$ cat src/rtl/exec_unit.sv
// Execute stage: latches register-file operands, runs one ALU op and issues a one-cycle write-back.
// Define EXEC_MUL_EN for the 16-iteration shift-add MUL on op 111; otherwise op 111 is MOV.
module exec_unit #(
  parameter int WIDTH = 16,
  parameter int IDX_W = 3
) (
  input  logic             clk,
  input  logic             rst_n,
  input  logic             start,
  input  logic [2:0]       op,
  input  logic [IDX_W-1:0] dst,
  input  logic [WIDTH-1:0] a_in,
  input  logic [WIDTH-1:0] b_in,
  output logic             busy,
  output logic             we,
  output logic [IDX_W-1:0] c_index,
  output logic [WIDTH-1:0] d_out,
  output logic             flag_z,
  output logic             flag_c
);

  localparam int SH_W = $clog2(WIDTH);

  localparam logic [2:0] OP_ADD = 3'b000;
  localparam logic [2:0] OP_SUB = 3'b001;
  localparam logic [2:0] OP_AND = 3'b010;
  localparam logic [2:0] OP_OR  = 3'b011;
  localparam logic [2:0] OP_XOR = 3'b100;
  localparam logic [2:0] OP_SHL = 3'b101;
  localparam logic [2:0] OP_SHR = 3'b110;

  localparam logic [1:0] S_IDLE = 2'd0;
  localparam logic [1:0] S_WB   = 2'd2;
`ifdef EXEC_MUL_EN
  localparam logic [2:0] OP_MUL = 3'b111;
  localparam logic [1:0] S_EXEC = 2'd1;
`endif

  logic [1:0]       state_reg;
  logic             c_pend_reg;

  logic [WIDTH:0]   alu_ext;
  logic [WIDTH-1:0] alu_res;
  logic             alu_c;
  logic [SH_W-1:0]  shamt;

  assign shamt = b_in[SH_W-1:0];
  assign busy  = (state_reg != S_IDLE);
  assign we    = (state_reg == S_WB);

  // Single-cycle ALU; the carry rides in bit WIDTH of the extended result.
  always_comb begin
    alu_ext = '0;
    alu_res = '0;
    alu_c   = 1'b0;
    case (op)
      OP_ADD: begin
        alu_ext = {1'b0, a_in} + {1'b0, b_in};
        alu_res = alu_ext[WIDTH-1:0];
        alu_c   = alu_ext[WIDTH];
      end
      OP_SUB: begin
        alu_ext = {1'b0, a_in} - {1'b0, b_in};
        alu_res = alu_ext[WIDTH-1:0];
        alu_c   = alu_ext[WIDTH];
      end
      OP_AND: alu_res = a_in & b_in;
      OP_OR:  alu_res = a_in | b_in;
      OP_XOR: alu_res = a_in ^ b_in;
      OP_SHL: begin
        alu_ext = {1'b0, a_in} << shamt;
        alu_res = alu_ext[WIDTH-1:0];
        alu_c   = alu_ext[WIDTH];
      end
      OP_SHR: begin
        // Extra LSB catches the last bit shifted out; stays 0 for a zero shift.
        alu_ext = {a_in, 1'b0} >> shamt;
        alu_res = alu_ext[WIDTH:1];
        alu_c   = alu_ext[0];
      end
      default: begin
`ifdef EXEC_MUL_EN
        alu_res = '0;
`else
        alu_res = b_in;
`endif
      end
    endcase
  end

`ifdef EXEC_MUL_EN
  logic [2*WIDTH-1:0] mcand_reg;
  logic [2*WIDTH-1:0] acc_reg;
  logic [2*WIDTH-1:0] acc_sum;
  logic [WIDTH-1:0]   mplier_reg;
  logic [3:0]         cnt_reg;
  logic [IDX_W-1:0]   dst_reg;

  assign acc_sum = acc_reg + (mplier_reg[0] ? mcand_reg : '0);

  always_ff @(posedge clk or negedge rst_n) begin
    if (!rst_n) begin
      mcand_reg  <= '0;
      acc_reg    <= '0;
      mplier_reg <= '0;
      cnt_reg    <= '0;
      dst_reg    <= '0;
    end else if (state_reg == S_IDLE && start && op == OP_MUL) begin
      mcand_reg  <= {{WIDTH{1'b0}}, a_in};
      acc_reg    <= '0;
      mplier_reg <= b_in;
      cnt_reg    <= '0;
      dst_reg    <= dst;
    end else if (state_reg == S_EXEC) begin
      acc_reg    <= acc_sum;
      mcand_reg  <= mcand_reg << 1;
      mplier_reg <= mplier_reg >> 1;
      cnt_reg    <= cnt_reg + 4'd1;
    end
  end
`endif

  always_ff @(posedge clk or negedge rst_n) begin
    if (!rst_n) begin
      state_reg  <= S_IDLE;
      c_pend_reg <= 1'b0;
      c_index    <= '0;
      d_out      <= '0;
      flag_z     <= 1'b0;
      flag_c     <= 1'b0;
    end else begin
      case (state_reg)
        S_IDLE: begin
          if (start) begin
`ifdef EXEC_MUL_EN
            if (op == OP_MUL) begin
              state_reg <= S_EXEC;
            end else
`endif
            begin
              c_index    <= dst;
              d_out      <= alu_res;
              c_pend_reg <= alu_c;
              state_reg  <= S_WB;
            end
          end
        end
`ifdef EXEC_MUL_EN
        S_EXEC: begin
          if (cnt_reg == 4'd15) begin
            c_index    <= dst_reg;
            d_out      <= acc_sum[WIDTH-1:0];
            c_pend_reg <= |acc_sum[2*WIDTH-1:WIDTH];
            state_reg  <= S_WB;
          end
        end
`endif
        S_WB: begin
          // Flags follow the value being written, committed as WB ends.
          flag_z    <= (d_out == '0);
          flag_c    <= c_pend_reg;
          state_reg <= S_IDLE;
        end
        default: state_reg <= S_IDLE;
      endcase
    end
  end

endmodule
$ cat config.mk
export PLATFORM = sky130hd
export DESIGN_NAME = exec_unit
export DESIGN_NICKNAME = d
export VERILOG_FILES = /design/src/rtl/exec_unit.sv
export SDC_FILE = /design/constraint.sdc
export NUM_CORES = 1
export LEC_CHECK = 0
export CORE_MARGIN = 3
export CORE_UTILIZATION = 55
export DETAILED_ROUTE_END_ITERATION = 10
export MAX_ROUTING_LAYER = met4
export PLACE_DENSITY = 0.8
export SKIP_CTS_REPAIR_TIMING = 1
export SYNTH_ARGS = -nofsm -noshare
export SYNTH_HDL_FRONTEND = slang
export SYNTH_SLANG_ARGS = --single-unit
export TNS_END_PERCENT = 20
$ cat constraint.sdc
create_clock -name clk -period 2.1 [get_ports clk]
set_clock_uncertainty 0.1 [all_clocks]
set_input_delay 0.42 -clock clk [delete_from_list [all_inputs] [get_ports clk]]
set_output_delay 0.42 -clock clk [all_outputs]
set_load 0.05 [all_outputs]
==> metrics.md, run 1 <==
| Metric | Value |
|---|---|
| Buffers added on ports | 63 |
| Last stage | global routing |
| Mapped Cells | 685 |
| RePlAce Congestion | 1.18 |
| Die H | 100 µm |
| Worst_ep kind | register data pin |
| CTS Buffer Depth | 2 |
| Most frequent cell after synthesis | a21oi_1 |
| Root buffer cell | clkbuf_8 |
| # H-tree levels | 1 |
| Gr ovfl total | 23 |
| Mapped cell area | 0.00489 mm² |
| Outcome | stopped before the end |
| Synth async-reset ratio | 1.00 |
| Global Route Usage Sum | 0.684 |
| Largest net degree at the start of global routing | 37 |
| Synth area leader | ha_1 |
| Area contributors post-synth | ha_1, dfrtp_1, a21oi_1 |
| Detail Placement HPWL | 17,400 µm |
| Synth top area share | 0.130 |
| Register area share after synthesis | 0.118 |
| Unique masters post-synth | 75 |
| Synth Flop Type | dfrtp_1 |
| #FFs+latches synth | 23 |
| Num CTS Buffers | 3 |
| Post-GRT worst EP | d_out[13]$_DFFE_PN0P_/D |
| CTS sink count | 23 |
| Synth warnings | 0 |
| Placement row count | 33 |
| Die Width | 100 µm |
| Placed cells | 1,023 |
| Io pins | 64 |
| Initial Util | 0.581 |
| Synth cell count leaders | a21oi_1, nand2_1, nor2_1 |
| Post-Syn Nets | 779 |
| Post-synth EDFFs | 0 |
| Mean Syn Cell Area | 7.14 µm² |
| Tool Error | [ERROR GRT-0232] Routing congestion too high. Check the congestion heatmap in the GUI. |
logic make-up after synthesis:
| kind of cell | after synthesis | synth area share |
|---|---|---|
| AO/OA/AOI/OAI | 256 | 0.355 |
| AND/OR/NAND/NOR | 210 | 0.197 |
| buffers and inverters | 97 | 0.0867 |
| adder cells (fa/ha/maj) | 53 | 0.139 |
| multiplexers | 42 | 0.0980 |
| flip-flops | 23 | 0.118 |
| XOR/XNOR | 4 | 0.00716 |
through the flow:
stage                      util  setup WS (ns)  cell area (µm²)
after CTS                 0.848         -0.934             7150
after detailed placement  0.843          -1.22             7100
after floorplan               -         -0.784             4980
after global placement    0.843          -1.10             7100
per-layer routing:
layer	overflow	global-route usage
met1	0	0.694
met2	9	0.841
met3	0	0.470
met4	14	0.659
met5	-	-
==> inputs of run 2 (changes only) <==
CORE_UTILIZATION = 40   (was 55)
MAX_ROUTING_LAYER = not set   (was met4)
PLACE_DENSITY = not set   (was 0.8)
PLACE_DENSITY_LB_ADDON = 0.15   (was not set)
==> run 2 against run 1 <==
The flow now finishes, with violations (setup timing). Synthesized cell count unchanged. Synthesized area unchanged.
==> metrics.md, run 2 <==
| Metric | Value |
|---|---|
| Crit path max-delay family | compound AO/OA/AOI/OAI gates |
| # fillers | 979 |
| Multi-input logic area | 0.00443 mm² |
| Unique masters post-synth | 75 |
| Clk pwr share | 0.125 |
| Pleak | 3.82 nW |
| Synth warnings | 0 |
| Initial drt markers | 694 |
| Buffers added on ports | 63 |
| RSZ-0062 raised after global routing | true |
| Skew-Pair Late Insertion Delay | 0.26 ns |
| Vias in the first global route | 6,144 |
| WL/cell | 21.4 µm |
| Mean Syn Cell Area | 7.14 µm² |
| Detailed Route WL | 23,400 µm |
| Reg with most FFs | d_out |
| Outcome | complete, but fails checks |
| Clock-pin slew on the worst setup and hold paths | 0.06 ns |
| Largest regs | d_out: 16 flops, c_index: 3 flops |
| CTS tree | done |
| Failing checks | setup timing |
| Gr ovfl total | 0 |
| Initial Util | 0.419 |
| Most frequent cells in the layout | buf_4, nand2_1, nor2_1, a21oi_1, o21ai_0 |
| Drt via density | 5.99 |
| Core footprint | 0.0117 mm² |
| Synth-to-layout area growth | 63.4% |
| Post-route ant nets | 0 |
| Place WS | -1.28 ns |
| Vias | 6,570 |
| Power per cell area | 417 mW/mm² |
| Final hold vios | 0 |
| Fin Hold WS | 0.375 ns |
| Hold Startpoint | c_index[1]$_DFFE_PN0P_ |
| Register area share after synthesis | 0.118 |
| Internal power | 0.00180 W |
| Cell Chain, Critical Path | buf_8 -> clkinvlp_4 -> buf_6 -> fa_2 -> nor2b_4 -> o21ai_2 -> a31o_1 -> o21ai_4 -> a21oi_2 -> o21bai_2 -> or3b_1 -> a31oi_1 |
| Critical path endpoint category | flop |
| Crit path from | b_in[1] |
| Area contributors post-synth | ha_1, dfrtp_1, a21oi_1 |
| Final Max Tran Viols | 0 |
| RePlAce Congestion | 1.03 |
| Fin crit share | 1.22 |
| Nets@finish | 1,048 |
| Worst vdd ir | 0.421 mV |
| #FFs+latches synth | 23 |
| Startpoint types | primary input |
| Register Area | 576 µm² |
| Switching share of power | 0.460 |
| Critical path class | primary input to flop |
| Global Route Usage Sum | 0.330 |
| Layout cells sized above 1 | 0.407 |
| Detail Placement HPWL | 19,000 µm |
| Initial antenna violation count | 0 |
| Synth area leader | ha_1 |
| # H-tree levels | 1 |
| Reg power frac | 0.176 |
| Final Worst Setup Slack | -0.464 ns |
| TritonRoute pass-1 iters | 5 |
| Total power | 0.00333 W |
| Die Width | 117 µm |
| Mapped Cells | 685 |
| Mapped cell area | 0.00489 mm² |
| Worst hold path class | flop to flop |
| Rel. slew slack | 0.646 |
| Die H | 117 µm |
| Post-Syn Nets | 779 |
| Largest register FFs | 16 |
| CP max FO | 4 |
| Final setup TNS | -5.49 ns |
| Max_cap viols | 0 |
| Num CTS Buffers | 3 |
| Worst-margin pin slew | 0.529 ns |
| Synth async-reset ratio | 1.00 |
| Synth cell count leaders | a21oi_1, nand2_1, nor2_1 |
| CP arrival | 2.65 ns |
| CP Data Required Time | 2.18 ns |
| RR Startpoint | state_reg[1]$_DFFE_PN0P_ |
| Most common cell after layout, fill and taps aside | buf_4 |
| CTS Buffer Depth | 2 |
| Final Setup Violations | 17 |
| Largest net degree at the start of global routing | 30 |
| CP max-delay cell | fa_2 |
| Final min period | 2.56 ns |
| Root buffer cell | clkbuf_16 |
| Synth Flop Type | dfrtp_1 |
| Buf+Inv Stages, Crit Path | 3 |
| Number of diodes | 0 |
| Fmax | 390 MHz |
| Most frequent cell after synthesis | a21oi_1 |
| Combinational share of power | 0.698 |
| P_sw | 0.00153 W |
| Crit-path max cell delay | 0.40 ns |
| Drt drc | 0 |
| Post-synth EDFFs | 0 |
| Full die area | 0.0136 mm² |
| Synth top area share | 0.130 |
| First-pass GRT wire length | 34,400 µm |
| Placement row count | 39 |
| Io pins | 64 |
| CTS sink count | 23 |
-- run 2: cell counts after synthesis --
Identical to the previous run, type by type.
-- run 2: final cells by class --
type	instances	area share
Clock buffer	4	0.00986
Inverter	51	0.0247
Multi-Input combinational cell	565	0.554
Sequential cell	23	0.0720
Tap cell	143	0.0224
Timing Repair Buffer	310	0.317
-- run 2: stage by stage --
stage,cells,utilization,instance area [µm²]
6_report,1096,0.685,7990
5_1_grt,1096,0.685,7990
4_1_cts,1089,0.636,7410
3_5_place_dp,1085,0.629,7340
3_3_place_gp,1085,0.629,7340
2_1_floorplan,685,-,4980
-- run 2: final timing paths --
check                      cells after the start  slack [ns]                     end
min                                            2        0.38  c_index[1]$_DFFE_PN0P_
max in group asynchronous                      2        1.25   d_out[14]$_DFFE_PN0P_
max reg2reg                                    7        0.06  c_pend_reg$_DFFE_PN0P_
min reg2reg                                    2        0.38  c_index[1]$_DFFE_PN0P_
min in group asynchronous                      2        0.41  c_index[1]$_DFFE_PN0P_
max                                           12       -0.46   d_out[14]$_DFFE_PN0P_
-- run 2: metal layers --
metal / vias up / global-route usage / wire length [µm]
li1: 3053 / - / -
met1: 3179 / 0.481 / 9940
met2: 286 / 0.539 / 10800
met3: 52 / 0.0275 / 1880
met4: 0 / 0.0604 / 776
met5: - / 0 / 0
-- run 2: tightest hold or removal path, cell delays in order, from the launching register on --
cell     delay (ns)
dfrtp_1        0.34
nand2_1        0.05
nand2_1        0.05
-- run 2: power groups by stage --
stage | combinational (W) | sequential, W | clock [W]
2_1_floorplan | 0.000863 | 0.000836 | 0
3_5_place_dp | 0.00211 | 0.000594 | 0
6_report | 0.00233 | 0.000588 | 0.000418
3_3_place_gp | 0.00209 | 0.000592 | 0
5_1_grt | 0.00247 | 0.000598 | 0.000438
4_1_cts | 0.00212 | 0.000587 | 0.000418
-- run 2: cell families (layout without fill, tap and decap cells) --
group / Yosys count / count (layout) / share of synthesized area
flip-flops: 23 / 23 / 0.118
multiplexers: 42 / 42 / 0.0980
XOR/XNOR: 4 / 4 / 0.00716
adder cells (fa/ha/maj): 53 / 53 / 0.139
AND/OR/NAND/NOR: 210 / 210 / 0.197
AO/OA/AOI/OAI: 256 / 256 / 0.355
buffers and inverters: 97 / 365 / 0.0867
Note: power is estimated with default switching activity, not from simulation.
